$ cat config.mk
export PLATFORM = sky130hd
export DESIGN_NAME = vc_link_tx_flat
export DESIGN_NICKNAME = d
export VERILOG_FILES = /design/src/rtl/vc_link_tx_pkg.sv /design/src/rtl/vc_link_tx_if.sv /design/src/rtl/vc_link_tx_rr_arbiter.sv /design/src/rtl/vc_link_tx.sv /design/src/flat_wrapper.sv
export SDC_FILE = /design/constraint.sdc
export NUM_CORES = 1
export LEC_CHECK = 0
export ABC_AREA = 1
export BUFFER_PORTS_ARGS = -buffer_cell sky130_fd_sc_hd__buf_2
export CORE_AREA = 3 3 266 268
export CTS_CLUSTER_SIZE = 12
export DETAILED_ROUTE_END_ITERATION = 10
export DIE_AREA = 0 0 269 271
export MAX_ROUTING_LAYER = met4
export PLACE_DENSITY = 0.49
export SETUP_SLACK_MARGIN = 0.02
export SLEW_MARGIN = 20
export SYNTH_ARGS = -nofsm -noshare
export SYNTH_HDL_FRONTEND = slang
export SYNTH_SLANG_ARGS = --single-unit
export TNS_END_PERCENT = 20
$ cat constraint.sdc
create_clock -name clk -period 4.8 [get_ports clk]
set_clock_uncertainty 0.15 [all_clocks]
set_input_delay 0.24 -clock clk [delete_from_list [all_inputs] [get_ports clk]]
set_output_delay 0.24 -clock clk [all_outputs]
set_load 0.05 [all_outputs]
$ cat src/rtl/vc_link_tx_pkg.sv
// rtl/vc_link_tx_pkg.sv - shared NoC link constants and types
package vc_link_tx_pkg;

    localparam int NUM_VC     = 4;
    localparam int FLIT_WIDTH = 128;
    localparam int VC_DEPTH   = 32;
    localparam int VC_W       = (NUM_VC > 1) ? $clog2(NUM_VC) : 1;
    localparam int CRED_W     = $clog2(VC_DEPTH + 1);

    typedef logic [FLIT_WIDTH-1:0] flit_t;
    typedef logic [VC_W-1:0]       vc_id_t;
    typedef logic [CRED_W-1:0]     cred_t;

endpackage

$ cat src/rtl/vc_link_tx_if.sv
// rtl/vc_link_tx_if.sv - switch-side flit handshake, link output and credit return
interface vc_link_tx_if;
    import vc_link_tx_pkg::*;

    logic [NUM_VC-1:0]            in_valid;
    logic [NUM_VC*FLIT_WIDTH-1:0] in_flit;
    logic [NUM_VC-1:0]            in_ready;
    logic [NUM_VC-1:0]            credit_in;
    logic                         link_valid;
    flit_t                        link_flit;
    vc_id_t                       link_vc;

    modport master (
        output in_valid, in_flit, credit_in,
        input  in_ready, link_valid, link_flit, link_vc
    );

    modport slave (
        input  in_valid, in_flit, credit_in,
        output in_ready, link_valid, link_flit, link_vc
    );

endinterface

$ cat src/rtl/vc_link_tx_rr_arbiter.sv
// rtl/vc_link_tx_rr_arbiter.sv - combinational round-robin arbiter, first request at or after ptr
module rr_arbiter #(
    parameter  int N = 4,
    localparam int W = (N > 1) ? $clog2(N) : 1
) (
    input  logic [N-1:0] i_req,
    input  logic [W-1:0] i_ptr,
    output logic [N-1:0] o_gnt,
    output logic [W-1:0] o_gnt_idx
);

    logic w_found;

    always_comb begin
        o_gnt     = '0;
        o_gnt_idx = '0;
        w_found   = 1'b0;
        for (int i = 0; i < N; i++) begin
            int j;
            j = int'(i_ptr) + i;
            if (j >= N) j = j - N;
            if (!w_found && i_req[j]) begin
                w_found   = 1'b1;
                o_gnt[j]  = 1'b1;
                o_gnt_idx = W'(j);
            end
        end
    end

endmodule

$ cat src/rtl/vc_link_tx.sv
// rtl/vc_link_tx.sv - credit-based per-VC link transmitter with round-robin VC selection
module vc_link_tx
    import vc_link_tx_pkg::*;
(
    input  logic                     clk,
    input  logic                     rst_n,
    vc_link_tx_if.slave              bus,
    output logic [NUM_VC*CRED_W-1:0] o_credit_cnt,
    output logic                     o_err_credit_ovf
);

    cred_t             r_cnt [NUM_VC];
    vc_id_t            r_ptr;
    logic              r_link_valid;
    flit_t             r_link_flit;
    vc_id_t            r_link_vc;
    logic              r_err;

    logic [NUM_VC-1:0] w_elig;
    logic [NUM_VC-1:0] w_gnt;
    vc_id_t            w_gnt_idx;
    vc_id_t            w_ptr_next;
    logic              w_any;

    // Registered counters only: a credit returned this cycle is usable next cycle.
    always_comb begin
        w_elig = '0;
        for (int v = 0; v < NUM_VC; v++) begin
            w_elig[v] = bus.in_valid[v] && (r_cnt[v] != '0);
        end
    end

    rr_arbiter #(.N(NUM_VC)) u_arb (
        .i_req     (w_elig),
        .i_ptr     (r_ptr),
        .o_gnt     (w_gnt),
        .o_gnt_idx (w_gnt_idx)
    );

    assign w_any      = |w_gnt;
    assign w_ptr_next = (w_gnt_idx == vc_id_t'(NUM_VC - 1)) ? '0 : vc_id_t'(w_gnt_idx + 1'b1);
    assign bus.in_ready = rst_n ? w_gnt : '0;

    always_ff @(posedge clk) begin
        if (!rst_n) begin
            r_ptr        <= '0;
            r_link_valid <= 1'b0;
            r_link_flit  <= '0;
            r_link_vc    <= '0;
            r_err        <= 1'b0;
            for (int v = 0; v < NUM_VC; v++) r_cnt[v] <= cred_t'(VC_DEPTH);
        end else begin
            r_link_valid <= w_any;
            if (w_any) begin
                r_link_flit <= bus.in_flit[w_gnt_idx*FLIT_WIDTH +: FLIT_WIDTH];
                r_link_vc   <= w_gnt_idx;
                r_ptr       <= w_ptr_next;
            end
            for (int v = 0; v < NUM_VC; v++) begin
                case ({w_gnt[v], bus.credit_in[v]})
                    2'b10: r_cnt[v] <= r_cnt[v] - 1'b1;
                    2'b01: begin
                        // Saturate rather than wrap; a surplus credit means upstream/downstream disagree.
                        if (r_cnt[v] == cred_t'(VC_DEPTH)) r_err    <= 1'b1;
                        else                               r_cnt[v] <= r_cnt[v] + 1'b1;
                    end
                    default: ;
                endcase
            end
        end
    end

    assign bus.link_valid  = r_link_valid;
    assign bus.link_flit   = r_link_flit;
    assign bus.link_vc     = r_link_vc;
    assign o_err_credit_ovf = r_err;

    always_comb begin
        o_credit_cnt = '0;
        for (int v = 0; v < NUM_VC; v++) o_credit_cnt[v*CRED_W +: CRED_W] = r_cnt[v];
    end

endmodule

$ cat src/flat_wrapper.sv
// flat-port wrapper written by rule: the top's interface ports become plain ports
module vc_link_tx_flat import vc_link_tx_pkg::*;
  (clk, rst_n, o_credit_cnt, o_err_credit_ovf, bus_in_valid, bus_in_flit, bus_credit_in, bus_in_ready, bus_link_valid, bus_link_flit, bus_link_vc);
  vc_link_tx_if bus_i ();
  input  logic clk;
  input  logic rst_n;
  output logic [NUM_VC*CRED_W-1:0] o_credit_cnt;
  output logic o_err_credit_ovf;
  input wire logic [$bits(bus_i.in_valid)-1:0] bus_in_valid;
  input wire logic [$bits(bus_i.in_flit)-1:0] bus_in_flit;
  input wire logic [$bits(bus_i.credit_in)-1:0] bus_credit_in;
  output wire logic [$bits(bus_i.in_ready)-1:0] bus_in_ready;
  output wire logic [$bits(bus_i.link_valid)-1:0] bus_link_valid;
  output wire logic [$bits(bus_i.link_flit)-1:0] bus_link_flit;
  output wire logic [$bits(bus_i.link_vc)-1:0] bus_link_vc;
  assign bus_i.in_valid = bus_in_valid;
  assign bus_i.in_flit = bus_in_flit;
  assign bus_i.credit_in = bus_credit_in;
  assign bus_in_ready = bus_i.in_ready;
  assign bus_link_valid = bus_i.link_valid;
  assign bus_link_flit = bus_i.link_flit;
  assign bus_link_vc = bus_i.link_vc;
  vc_link_tx u_core (.clk(clk), .rst_n(rst_n), .bus(bus_i), .o_credit_cnt(o_credit_cnt), .o_err_credit_ovf(o_err_credit_ovf));
endmodule
==> results of run 1 <==
==> repair_timing <==
item                       in CTS  in global routing
hold endpoints to repair       57                  0
resized for setup               0                  2
setup endpoints to repair       0                  2
hold buffers                   83                  0
==> state kept, by name (all words and copies together) (netlist names), named ones only <==
name                     flops
u_core.bus.link_flit       128
u_core.o_err_credit_ovf      1
u_core.bus.link_valid        1
u_core.r_ptr                 1
u_core.r_cnt                24
u_core.bus.link_vc           2
==> path summary, 6_finish.rpt <==
kind,to,cells past startpoint
min,u_core.bus.link_flit[4],7
max,u_core.bus.link_flit[51],19
min reg2reg,u_core.bus.link_vc[0],2
max reg2reg,u_core.bus.link_flit[51],19
==> layer usage <==
metal / up-vias / wire length [um] / part of all wire, % / GRT usage (%)
met5: - / 0 / 0 / -
met4: 0 / 1810 / 2.9 / 6.48
met3: 73 / 3740 / 6.0 / 3.06
met2: 580 / 30400 / 48 / 27.5
met1: 7793 / 26800 / 43 / 20.0
li1: 8522 / - / - / -
==> power breakdown <==
| group | internal (W) | switching, W |
|---|---|---|
| Clock | 0.000781 | 0.000644 |
| Combinational | 0.00450 | 0.00998 |
| Sequential | 0.00198 | 0.000308 |
==> cell type report <==
type	count	area [um^2]
flip-flops and latches	158	3410
clock inverters	13	136
clock buffers	19	443
repair buffers	787	4560
inverters	297	1120
fillers	7803	48800
diodes	9	22.5
well taps	931	1160
multi-input cells	1677	8930
==> cell usage in the layout, fill, tap and decap left out, types with 17 or more instances in the layout <==
cell           instances
buf_2                680
nand2_1              586
nand3b_1             384
inv_1                294
nand3_1              293
nor2_1               210
dfxtp_1              132
nor2_2               102
dlygate4sd3_1         83
edfxtp_1              24
ha_1                  23
clkbuf_16             17
==> cell families after synthesis <==
logic type,after synthesis
AND/OR/NAND/NOR,1602
buffers and inverters,468
flip-flops,158
AO/OA/AOI/OAI,32
adder cells (fa/ha/maj),26
XOR/XNOR,17
==> stage by stage <==
stage	power, W	cells	setup WS [ps]	cell area, um^2
2_1_floorplan	0.0133	2303	970	14400
3_3_place_gp	0.0165	3767	708	18300
3_5_place_dp	0.0165	3767	680	18300
4_1_cts	0.0184	3882	240	19800
5_1_grt	0.0199	3891	99.0	19800
6_report	0.0182	3891	367	19800
==> worst max-delay path, delay by kind of cell (launching register included) <==
kind,cells,cell delay [ps]
AND/OR/NAND/NOR,13,1530
flip-flops,1,470
adder cells (fa/ha/maj),1,230
buffers and inverters,5,1820
==> key figures, run 1 <==
Timing
  – RSZ-0062 raised after global routing: no
  – Period Utilization, post-route: 92.3%
  – Final Hold Viols: 0
  – # setup viols final: 0
  – Max Fclk: 0.226 GHz
  – Rel. slew slack: 35.3%
  – Clock period minus worst slack: 4430 ps
  – Setup TNS Final: 0 ps
  – Slew Viols, Final: 0
  – Final hold slack: 33.0 ps
  – Worst-Margin Slew: 971 ps

Run
  – Max_cap viols: 0

Setup path
  – CP Launch Type: flop
  – Crit end category: flop
  – WP data arrival: 4650 ps
  – Worst Setup SP: u_core.r_cnt[0][18]
  – Worst path cell trace: inv_1 > ha_1 > nand3_2 > nand3_1 > nand3_1 > nand2_1 > nand2_2 > nor2_4 > nand3_4 > nand2_8 > buf_12 > buf_4 > nand2_1 > nand3_1 > dlygate4sd3_1 > nand2_1 > dlygate4sd3_1 > nor2_1 > nor2_2
  – FF-to-FF setup slack: 370 ps
  – Worst Path Max Fanout: 66
  – Critical path class: reg2reg
  – FF-to-FF Start: u_core.r_cnt[0][18]
  – Crit-path max cell delay: 560 ps
  – Slowest CP cell: dlygate4sd3_1
  – Worst EP required: 5020 ps

Clock network
  – Maximum root-to-sink buffer count: 2
  – Clock sinks: 158
  – # Post-CTS Setup Buffers: 0
  – CTS Buf Count: 17
  – Clk Latency, worst-skew pair: 480 ps
  – CTS tree: built
  – # H-tree levels: 4
  – Root Buffer: clkbuf_16
  – Reg clk slew, reported paths: 80 ps

Detailed routing
  – Drt drc: 0
  – Antenna-violating nets left: 0
  – Avg Vias per Cell: 4.36
  – TritonRoute pass-1 iters: 6
  – Drt total wl: 62.7 mm
  – Initial DRC Count: 1,020
  – Wire per inst: 16.1 um
  – Via count: 17.0k

Layout
  – Synth-to-Final Area Change: 37.8%
  – Final core occ: 28.8%
  – Nets@finish: 3,486
  – Ratio of cells with drive above 1 in the final layout: 29.4%

Power
  – Static Leak: 10.5 nW
  – VDD IR max: 0.000721 V
  – PwrDens: 920 nW/um^2

Synth
  – Synth top cells by count: 586 x nand2_1, 384 x nand3b_1, 294 x inv_1
  – Seq/Total Area, Yosys: 23.7%
  – Syn avg cell area: 6.23 um^2
  – Count leader, synth: nand2_1
  – Yosys reg bits: 158
  – Synth cell types: 36
  – Largest cells by area after synthesis: nand3b_1 20%, dfxtp_1 19%, nand2_1 15%, nand3_1 10%, inv_1 7.7%
  – Post-synthesis adder-cell area fraction: 2.42%
  – Largest family of logic cells by synthesized area: simple AND/OR/NAND/NOR gates
  – Yosys top cell by area: nand3b_1
  – Post-synthesis compound-gate area fraction: 1.21%
  – Ys async rst share: 0%
  – Mapped Cells: 2,303
  – Share of the synthesized area in the top cell type: 20.1%
  – Cell area after synthesis: 14,400 um^2
  – Mux share of post-synthesis cell area: 0%
  – Yosys warnings: 0
  – Synth Area in XOR/XNOR: 1.04%
  – EDFF count, synth: 24
  – Mapped Nets: 2,851
  – Post-synthesis simple-gate area fraction: 57.1%
  – Ys flop type: dfxtp_1

Min path
  – Worst hold path class: in2reg
  – Hold_sp: bus_in_flit[132]

Floorplan
  – Die area: 72,900 um^2
  – Site row count: 96
  – DIE HEIGHT: 271 um
  – Die X: 269 um
  – Initial core utilization: 20.9%
  – Top Ports: 682
  – Core Area: 68,600 um^2

GRT
  – Largest net degree at the start of global routing: 143
  – Vias in the first global route: 15.8k
  – Total global-route track usage: 16.6%
  – First-pass GRT wire length: 91.3 mm
  – Initial antenna violation count: 11
  – Overflow after GRT: 0

Place
  – Port Buffers: 681
  – Placer Congestion: 0.885
  – Hpwl dp: 45.4 mm

Status
  – Status: finished, final reports clean
Power figures use the tool's default switching activity.
==> run 2, diff against run 1 <==
- CORE_AREA: 3 3 266 268 -> 4 4 267 269
- DIE_AREA: 0 0 269 271 -> 0 0 271 273
==> key figures, run 2 (synthesis gave the netlist of run 1 again) <==
Status
  – Status: finished, final reports clean

Timing
  – Clock period minus worst slack: 4470 ps
  – Worst-Margin Slew: 832 ps
  – RSZ-0062 raised after global routing: no
  – Period Utilization, post-route: 93.1%
  – Final Hold Viols: 0
  – Max Fclk: 0.224 GHz
  – Slew Viols, Final: 0
  – Final worst slack: 331 ps
  – # setup viols final: 0
  – Setup TNS Final: 0 ps
  – Rel. slew slack: 44.5%

Layout
  – Nets@finish: 3,579
  – Max FFs per register: 128
  – Most common cell after layout, fill and taps aside: buf_2
  – Commonest cells after routing, fill and taps aside: 680 x buf_2, 586 x nand2_1, 384 x nand3b_1
  – Final core occ: 30.2%
  – Synth-to-Final Area Change: 44.5%
  – Ratio of cells with drive above 1 in the final layout: 28.8%

Floorplan
  – Top Ports: 682
  – Initial core utilization: 20.9%
  – Site row count: 96
  – Die area: 74,000 um^2
  – Core Area: 68,600 um^2
  – Die X: 271 um
  – DIE HEIGHT: 273 um

GRT
  – Vias in the first global route: 16.8k
  – Largest net degree at the start of global routing: 132
  – Overflow after GRT: 0
  – First-pass GRT wire length: 96.8 mm
  – Total global-route track usage: 17.2%
  – Initial antenna violation count: 16

Detailed routing
  – Drt total wl: 66.0 mm
  – Wire per inst: 16.5 um
  – Via count: 17.4k
  – Drt drc: 0
  – Antenna-violating nets left: 0
  – Initial DRC Count: 951
  – Avg Vias per Cell: 4.35
  – TritonRoute pass-1 iters: 6

Place
  – Placer Congestion: 0.905
  – Pre-CTS WS: 658 ps
  – Hpwl dp: 47.2 mm
  – Port Buffers: 681

Setup path
  – Worst Path Max Fanout: 49
  – Crit end category: flop
  – WP data arrival: 4700 ps
  – CP Launch Type: flop
  – Critical path class: reg2reg
  – Worst EP required: 5030 ps

Clock network
  – Clock sinks: 158
  – Maximum root-to-sink buffer count: 2
  – Root Buffer: clkbuf_16
  – CTS tree: built
  – Reg clk slew, reported paths: 80 ps
  – # H-tree levels: 4
  – Clk Latency, worst-skew pair: 480 ps
  – CTS Buf Count: 17

Min path
  – Worst hold path class: in2reg

Power
  – VDD IR max: 0.000842 V
  – Static Leak: 10.9 nW
  – PwrDens: 921 nW/um^2

Run
  – Max_cap viols: 0
-- run 2: changes by cell type in the layout (fill, tap and decap cells not counted), sizes merged, moves of 2 or more --
| cell | change |
|---|---|
| dlygate4sd3 | +83 |
| buf | +7 |
| diode | +5 |
| nand2 | +2 |
| inv | +3 |
| clkinv | -2 |
-- run 2: final timing paths --
check / from / end / slack [ps] / depth (start not counted)
min reg2reg: u_core.bus.link_vc[1] / u_core.bus.link_vc[1] / 340 / 2
max: flop / u_core.bus.link_flit[23] / 330 / 18
max reg2reg: flop / u_core.bus.link_flit[23] / 330 / 18
min: bus_in_flit[45] / u_core.bus.link_flit[45] / 40 / 6
-- run 2: metal layers --
| metal | up-vias | part of all wire [%] | global-route usage [%] |
|---|---|---|---|
| li1 | 8736 | - | - |
| met1 | 7980 | 41 | 19.7 |
| met2 | 543 | 50 | 29.5 |
| met3 | 91 | 5.9 | 3.84 |
| met4 | 0 | 3.0 | 6.26 |
| met5 | - | 0 | - |
-- run 2: worst max-delay path, cell delays in order (launching register included) --
cell	delay (ps)
dfxtp_2	460
inv_2	190
ha_1	390
inv_1	110
nand2_1	80
nand2_2	110
nand3_1	90
nand2_1	280
nand2_8	240
nand2_8	250
buf_12	260
buf_12	220
nand2_1	70
nand3_1	60
dlygate4sd3_1	550
nand2_1	50
dlygate4sd3_1	550
nor2_1	120
nor2_2	40
-- run 2: area by class of cell --
class | instances | area, um^2
diodes | 14 | 35.0
multi-input cells | 1680 | 8960
clock buffers | 18 | 439
flip-flops and latches | 158 | 3410
inverters | 297 | 1120
well taps | 931 | 1160
repair buffers | 877 | 5480
clock inverters | 14 | 148
fillers | 7749 | 47800
-- run 2: power by group --
group | leakage, nW | switching (W) | internal, W
clock | 0.285 | 0.000685 | 0.000745
combinational | 9.26 | 0.0101 | 0.00522
sequential | 1.36 | 0.000312 | 0.00198
total | 10.9 | 0.0111 | 0.00795
-- run 2: stage by stage --
step / std cells / hold WS [ps] / total power, W / cell area (um^2)
3_5_place_dp: 3772 / 330 / 0.0166 / 18400
2_1_floorplan: 2303 / 357 / 0.0133 / 14400
4_1_cts: 3970 / 0.117 / 0.0193 / 20700
6_report: 3989 / 40.5 / 0.0191 / 20700
3_3_place_gp: 3772 / 323 / 0.0166 / 18400
5_1_grt: 3988 / 33.8 / 0.0209 / 20700
-- run 2: timing repair --
item,4_1_cts,5_1_grt
setup buffers,0,2
hold buffers,166,0
gates resized for setup,0,3
endpoints found under the hold margin,84,0
setup endpoints to repair,0,18
